--- src/rtl/fetch_line_unit.sv ---
// fetch_line_unit
//   Instruction-fetch front end in front of the direct-mapped cache. It requests
//   one 64-byte line at a time and collects the 8-beat burst into a line buffer.
//   It then hands 32-bit instructions to decode over a valid/ready handshake.
//   Sequential fall-through re-fetches at each line boundary. A branch redirect
//   can arrive in any state. A redirect during a request or a burst lets that
//   burst drain and then discards it.
//
// Ports
//   clk, reset        clock; synchronous active-high reset
//   entry             reset PC, sampled while reset is high
//   bus_reqcyc/ack    line read request handshake
//   bus_req/reqtag    line-aligned request address / read tag
//   bus_respcyc/ack   response beat handshake (ack mirrors cyc in RESP)
//   bus_resp/resptag  response beat data / tag (tag unused)
//   redirect(_pc)     branch redirect pulse and target
//   insn_valid/ready  instruction handshake toward decode
//   insn, insn_pc     instruction word and its byte address
module fetch_line_unit #(
    parameter int BUS_DATA_WIDTH = 64,
    parameter int BUS_TAG_WIDTH  = 13,
    parameter int LINE_BEATS     = 8,
    parameter int INSN_WIDTH     = 32
) (
    input  logic                      clk,
    input  logic                      reset,
    input  logic [BUS_DATA_WIDTH-1:0] entry,
    output logic                      bus_reqcyc,
    input  logic                      bus_reqack,
    output logic [BUS_DATA_WIDTH-1:0] bus_req,
    output logic [BUS_TAG_WIDTH-1:0]  bus_reqtag,
    input  logic                      bus_respcyc,
    output logic                      bus_respack,
    input  logic [BUS_DATA_WIDTH-1:0] bus_resp,
    input  logic [BUS_TAG_WIDTH-1:0]  bus_resptag,
    input  logic                      redirect,
    input  logic [BUS_DATA_WIDTH-1:0] redirect_pc,
    output logic                      insn_valid,
    input  logic                      insn_ready,
    output logic [INSN_WIDTH-1:0]     insn,
    output logic [BUS_DATA_WIDTH-1:0] insn_pc
);
    localparam int BEAT_BYTES = BUS_DATA_WIDTH / 8;
    localparam int LINE_BYTES = BEAT_BYTES * LINE_BEATS;
    localparam int BEAT_W     = $clog2(LINE_BEATS);
    localparam int OFF_W      = $clog2(LINE_BYTES);
    localparam int BOFF_W     = $clog2(BEAT_BYTES);
    localparam int IOFF_W     = $clog2(INSN_WIDTH / 8);

    localparam logic [BUS_TAG_WIDTH-1:0]  READ_TAG  = {1'b1, {(BUS_TAG_WIDTH-1){1'b0}}};
    localparam logic [BEAT_W-1:0]         LAST_BEAT = BEAT_W'(LINE_BEATS - 1);
    localparam logic [BUS_DATA_WIDTH-1:0] INSN_STEP = BUS_DATA_WIDTH'(INSN_WIDTH / 8);

    typedef enum logic [1:0] {S_REQ, S_RESP, S_DELIVER} state_t;

    function automatic logic [BUS_DATA_WIDTH-1:0] align_insn(input logic [BUS_DATA_WIDTH-1:0] a);
        return {a[BUS_DATA_WIDTH-1:IOFF_W], {IOFF_W{1'b0}}};
    endfunction

    function automatic logic [BUS_DATA_WIDTH-1:0] align_line(input logic [BUS_DATA_WIDTH-1:0] a);
        return {a[BUS_DATA_WIDTH-1:OFF_W], {OFF_W{1'b0}}};
    endfunction

    state_t                    state_q, state_d;
    logic [BUS_DATA_WIDTH-1:0] pc_q, pc_d;
    logic [BUS_DATA_WIDTH-1:0] reqaddr_q, reqaddr_d;
    logic [BEAT_W-1:0]         beat_q, beat_d;
    logic                      discard_q, discard_d;
    logic                      started_q;
    logic                      line_we;
    logic [BUS_DATA_WIDTH-1:0] line_q [LINE_BEATS];
    logic [BUS_DATA_WIDTH-1:0] beat_word;

    logic unused_inputs;
    assign unused_inputs = ^{bus_resptag, entry[IOFF_W-1:0], redirect_pc[IOFF_W-1:0]};

    assign beat_word = line_q[pc_q[OFF_W-1:BOFF_W]];

    always_comb begin
        state_d     = state_q;
        pc_d        = pc_q;
        beat_d      = beat_q;
        discard_d   = discard_q;
        reqaddr_d   = reqaddr_q;
        line_we     = 1'b0;
        bus_reqcyc  = 1'b0;
        bus_req     = '0;
        bus_reqtag  = '0;
        bus_respack = 1'b0;
        insn_valid  = 1'b0;
        insn        = '0;
        insn_pc     = '0;

        if (reset) begin
            // Outputs forced low; the register block reloads everything.
        end else if (!started_q) begin
            // One quiet cycle after reset before the first request goes out.
            if (redirect) pc_d = align_insn(redirect_pc);
        end else begin
            unique case (state_q)
                S_REQ: begin
                    bus_reqcyc = 1'b1;
                    bus_req    = reqaddr_q;
                    bus_reqtag = READ_TAG;
                    // The presented address stays put; the new target is
                    // fetched after this burst drains.
                    if (redirect) begin
                        pc_d      = align_insn(redirect_pc);
                        discard_d = 1'b1;
                    end
                    if (bus_reqack) begin
                        state_d = S_RESP;
                        beat_d  = '0;
                    end
                end
                S_RESP: begin
                    bus_respack = bus_respcyc;
                    if (redirect) begin
                        pc_d      = align_insn(redirect_pc);
                        discard_d = 1'b1;
                    end
                    if (bus_respcyc) begin
                        line_we = 1'b1;
                        beat_d  = beat_q + BEAT_W'(1);
                        if (beat_q == LAST_BEAT) begin
                            beat_d = '0;
                            if (discard_q || redirect) begin
                                state_d   = S_REQ;
                                discard_d = 1'b0;
                            end else begin
                                state_d = S_DELIVER;
                            end
                        end
                    end
                end
                S_DELIVER: begin
                    insn_valid = 1'b1;
                    insn_pc    = pc_q;
                    insn       = beat_word[int'(pc_q[BOFF_W-1:IOFF_W]) * INSN_WIDTH +: INSN_WIDTH];
                    // Redirect wins over the sequential increment even when
                    // the current instruction is consumed this cycle.
                    if (redirect) begin
                        pc_d    = align_insn(redirect_pc);
                        state_d = S_REQ;
                    end else if (insn_ready) begin
                        pc_d = pc_q + INSN_STEP;
                        if (&pc_q[OFF_W-1:IOFF_W]) state_d = S_REQ;
                    end
                end
                default: state_d = S_REQ;
            endcase
        end

        // Latch a fresh request address only when a request is not already
        // on the bus, so a stalled request never changes under the cache.
        if (state_d == S_REQ && !(started_q && state_q == S_REQ)) begin
            reqaddr_d = align_line(pc_d);
        end
    end

    always_ff @(posedge clk) begin
        if (reset) begin
            state_q   <= S_REQ;
            pc_q      <= align_insn(entry);
            reqaddr_q <= align_line(entry);
            beat_q    <= '0;
            discard_q <= 1'b0;
            started_q <= 1'b0;
        end else begin
            state_q   <= state_d;
            pc_q      <= pc_d;
            reqaddr_q <= reqaddr_d;
            beat_q    <= beat_d;
            discard_q <= discard_d;
            started_q <= 1'b1;
        end
    end

    always_ff @(posedge clk) begin
        if (line_we) line_q[beat_q] <= bus_resp;
    end

endmodule

--- config.mk ---
export PLATFORM = sky130hd
export DESIGN_NAME = fetch_line_unit
export DESIGN_NICKNAME = d
export VERILOG_FILES = /design/src/rtl/fetch_line_unit.sv
export SDC_FILE = /design/constraint.sdc
export NUM_CORES = 1
export LEC_CHECK = 0
export ABC_CLOCK_PERIOD_IN_PS = 20800
export CAP_MARGIN = 15
export CORE_MARGIN = 5
export CORE_UTILIZATION = 53
export DETAILED_ROUTE_END_ITERATION = 10
export HOLD_SLACK_MARGIN = 0.15
export PLACE_DENSITY_LB_ADDON = 0.3
export SLEW_MARGIN = 25
export SYNTH_ARGS = -nofsm -noshare
export SYNTH_HDL_FRONTEND = slang
export SYNTH_SLANG_ARGS = --single-unit
--- constraint.sdc ---
create_clock -name clk -period 20.8 [get_ports clk]
set_input_delay 4.16 -clock clk [delete_from_list [all_inputs] [get_ports clk]]
set_output_delay 4.16 -clock clk [all_outputs]
set_load 0.05 [all_outputs]
==> summary.md <==
| Metric | Value |
|---|---|
| Worst Max-Slew Pin Slew | 1080 ps |
| Seq/Total Area, Yosys | 67.2% |
| CP endpoint kind | output pin |
| CTS tree | yes |
| Die Ht | 239 um |
| DR pass1 iterations | 6 |
| Synthesized area | 27700 um2 |
| WP data required | 16640 ps |
| Wirelength, routed | 74500 um |
| Worst EP arrival | about 7200 ps |
| WHS Path Cells | 1 |
| DR WL/cell | 26.5 um |
| RR Endpoint | reqaddr_q[34] |
| Final period utilization | 54.8% |
| Fill cells | 3572 |
| Hpwl dp | 45600 um |
| Number of synthesized register bits | 644 |
| Final setup viols | 0 |
| Total track usage | 25.7% |
| First-pass GRT wire length | 111000 um |
| Final count of hold timing violations | 0 |
| WL met1 | about 28000 um |
| CTS buffer count | 66 |
| Setup Skew | ~24 ps |
| Grt ovf | 0 |
| Io pins | 387 |
| Initial core utilization | 53.7% |
| Top layer in use | met5 |
| Core footprint | 51600 um2 |
| Die Area | 57000 um2 |
| Total Nets Final | 2296 |
| Met2 Wirelength | 37200 um |
| Hold wc startpoint | pc_q[1] |
| RR Startpoint | state_q[1] |
| Setup TNS | 0 ps |
| Asr flop ratio synth | 0% |
| # hold bufs at CTS | 0 |
| Vias in the first global route | 17600 |
| Peak supply drop | between 0.09 and 0.1 mV |
| Crit Path Max Fanout | 98 |
| Std-Cell Rows | 83 |
| CTS root buffer | clkbuf_16 |
| Post-Place Worst Slack | 9440 ps |
| Critical path class | in2out |
| Status | completed |
| Setup WS post-layout | 9400 ps |
| CTS max path bufs | 3 |
| WHS Endpoint | pc_q[1] |
| FMAX | between 80 and 90 MHz |
| Commonest non-fill, non-tap cell in the layout | edfxtp_1 |
| Post-synthesis cell type count | 74 |
| Slew Limit Fails | 0 |
| Via density per instance | 6.21 |
| Setup Buffers After CTS | 0 |
| Final core occ | 65.8% |
| Clk sinks | ~640 |
| Largest net degree at the start of global routing | 99 |
| Post-synth EDFFs | 574 |
| Critical Path Source Type | input pin |
| Max-slew headroom | ~28% |
| Die W | 239 um |
| P&R area growth vs syn | 22.6% |
| Synthesized instance count | ~1800 |
| Mean Syn Cell Area | 15.8 um2 |
| P_leak | 11.1 nW |
| Power Dens Cells | 85.9 nW/um2 |
| Synth Flop Type | edfxtp_1 |
| Reg2Reg Setup Slack | 17160 ps |
| Maxcap violations | 0 |
| Multi-input gate area | ~8500 um2 |
| CTS H-tree depth | 3 |
| Number of I/O port buffers | 351 |
| Post-CTS Resized | 0 |
| 1st-iter DRT viols | 1638 |
| Worst-path clk slew | 60 ps |
| Worst r2r path cells | 6 |
| Initial antenna violation count | 11 |
| RSZ-0062 raised after global routing | false |
| Worst skew pair latency | 600 ps |
| Reg area | roughly 19000 um2 |
| Met3 Wirelength | approximately 6500 um |
| Min Tclk post-route | 11400 ps |
| Final Wtd Congestion | between 0.9 and 1 |
| Antenna viol nets, final | 0 |
| # DRC | 0 |
| Hold Path Class | reg2reg |
| Routed vias | 17500 |
| Share of layout cells above drive strength 1 | roughly 15% |
| Pwr Total | 2.92 mW |
| Commonest non-fill, non-tap cells in the layout | edfxtp_1 (574), clkdlybuf4s50_1 (349), mux4_2 (160) |
| Yosys warnings | 0 |
-- metal layers --
metal | track usage (%) | up-vias
met2 | 43.1 | 888
met1 | 33.4 | 8871
met5 | 0 | -
met4 | 8.90 | 14
met3 | 5.95 | 150
li1 | - | 7573
-- sequential cells by signal, indices dropped and copies added (netlist names), named ones only --
name and flops:
line_q 512, beat_q 3, discard_q 1, state_q 2, started_q 1, reqaddr_q 58, pc_q 64
-- power by group --
group / switching [mW] / total (mW) / leakage [nW] / internal [mW]
combinational: 0.138 / 0.264 / 4.19 / 0.126
clock: 0.492 / 1.18 / 1.05 / 0.687
sequential: 0.0392 / 1.48 / 5.83 / 1.44
total: 0.669 / 2.92 / 11.1 / 2.25
-- how the worst max path moves through the flow --
stage           from            to  slack [ps]  cells after the start
6_report       reset      insn[25]        9400                      7
5_1_grt        reset    insn_pc[7]        9290                      7
4_1_cts        reset      insn[25]        9420                      7
3_5_place_dp   reset    insn_pc[7]        9440                      7
3_3_place_gp   reset    insn_pc[7]        9510                      7
2_1_floorplan  reset  line_q[1][0]       10470                      5
-- cells in the mapped netlist, types with 5 or more instances --
master    count  area, um2
a211oi_1      9       67.6
a21oi_1      45        225
a221o_1       5       50.1
a221oi_1      7       61.3
a22oi_1      24        180
a311oi_1      5       43.8
a31oi_1      10       62.6
a41oi_1       5       43.8
and2_1      147        920
and3_1       13       81.3
and4_1        6       52.6
buf_1        10       37.5
buf_2        19       95.1
buf_4        23        173
clkbuf_1     80        300
dfxtp_1      70       1400
edfxtp_1    574      17200
inv_1        18       67.6
mux2i_1      14        140
mux4_2      160       3600
nand2_1      98        368
nand2b_1     14       87.6
nand3_1      42        210
nand4_1      29        181
nor2_1       97        364
nor2b_1       5       31.3
nor3_1       25        125
nor3_2        6       60.1
nor4_1       12       75.1
o21ai_0      56        280
o221ai_1     15        131
o22ai_1       8       50.1
o31ai_1       7       52.6
or3_1         6       37.5
xnor2_1      15        131
xor2_1        6       52.6
-- kinds of logic after synthesis --
group / Yosys count / share of synthesized area (%)
flip-flops: 644 / 67.2
AND/OR/NAND/NOR: 513 / 9.93
AO/OA/AOI/OAI: 239 / 5.82
multiplexers: 178 / 13.7
buffers and inverters: 154 / 2.55
XOR/XNOR: 21 / 0.663
adder cells (fa/ha/maj): 3 / 0.135
other: 1 / 0.0135
-- final cells by class --
cell class / count / share of cell area (%)
diodes: 4 / 0.0295
clock buffers: 79 / 5.10
clock inverters: 39 / 1.25
inverters: 18 / 0.199
multi-input cells: 972 / 25.1
flip-flops and latches: 644 / 54.9
well taps: 680 / 2.50
repair buffers: 380 / 11.0
-- critical path, cell delays in order --
cell and delay (ps):
buf_4 240, inv_1 130, nand3_1 600, inv_2 160, buf_4 740, and2_1 280, clkdlybuf4s50_1 810
-- metrics by stage --
step,instance area [um2],instances,hold slack (ps)
after global placement,31800,2694,461
after floorplan,27800,1770,444
after CTS,34000,2812,478
after detailed placement,31800,2694,463
after global routing,34000,2813,490
final,34000,2816,478
Note: power is estimated with default switching activity, not from simulation.
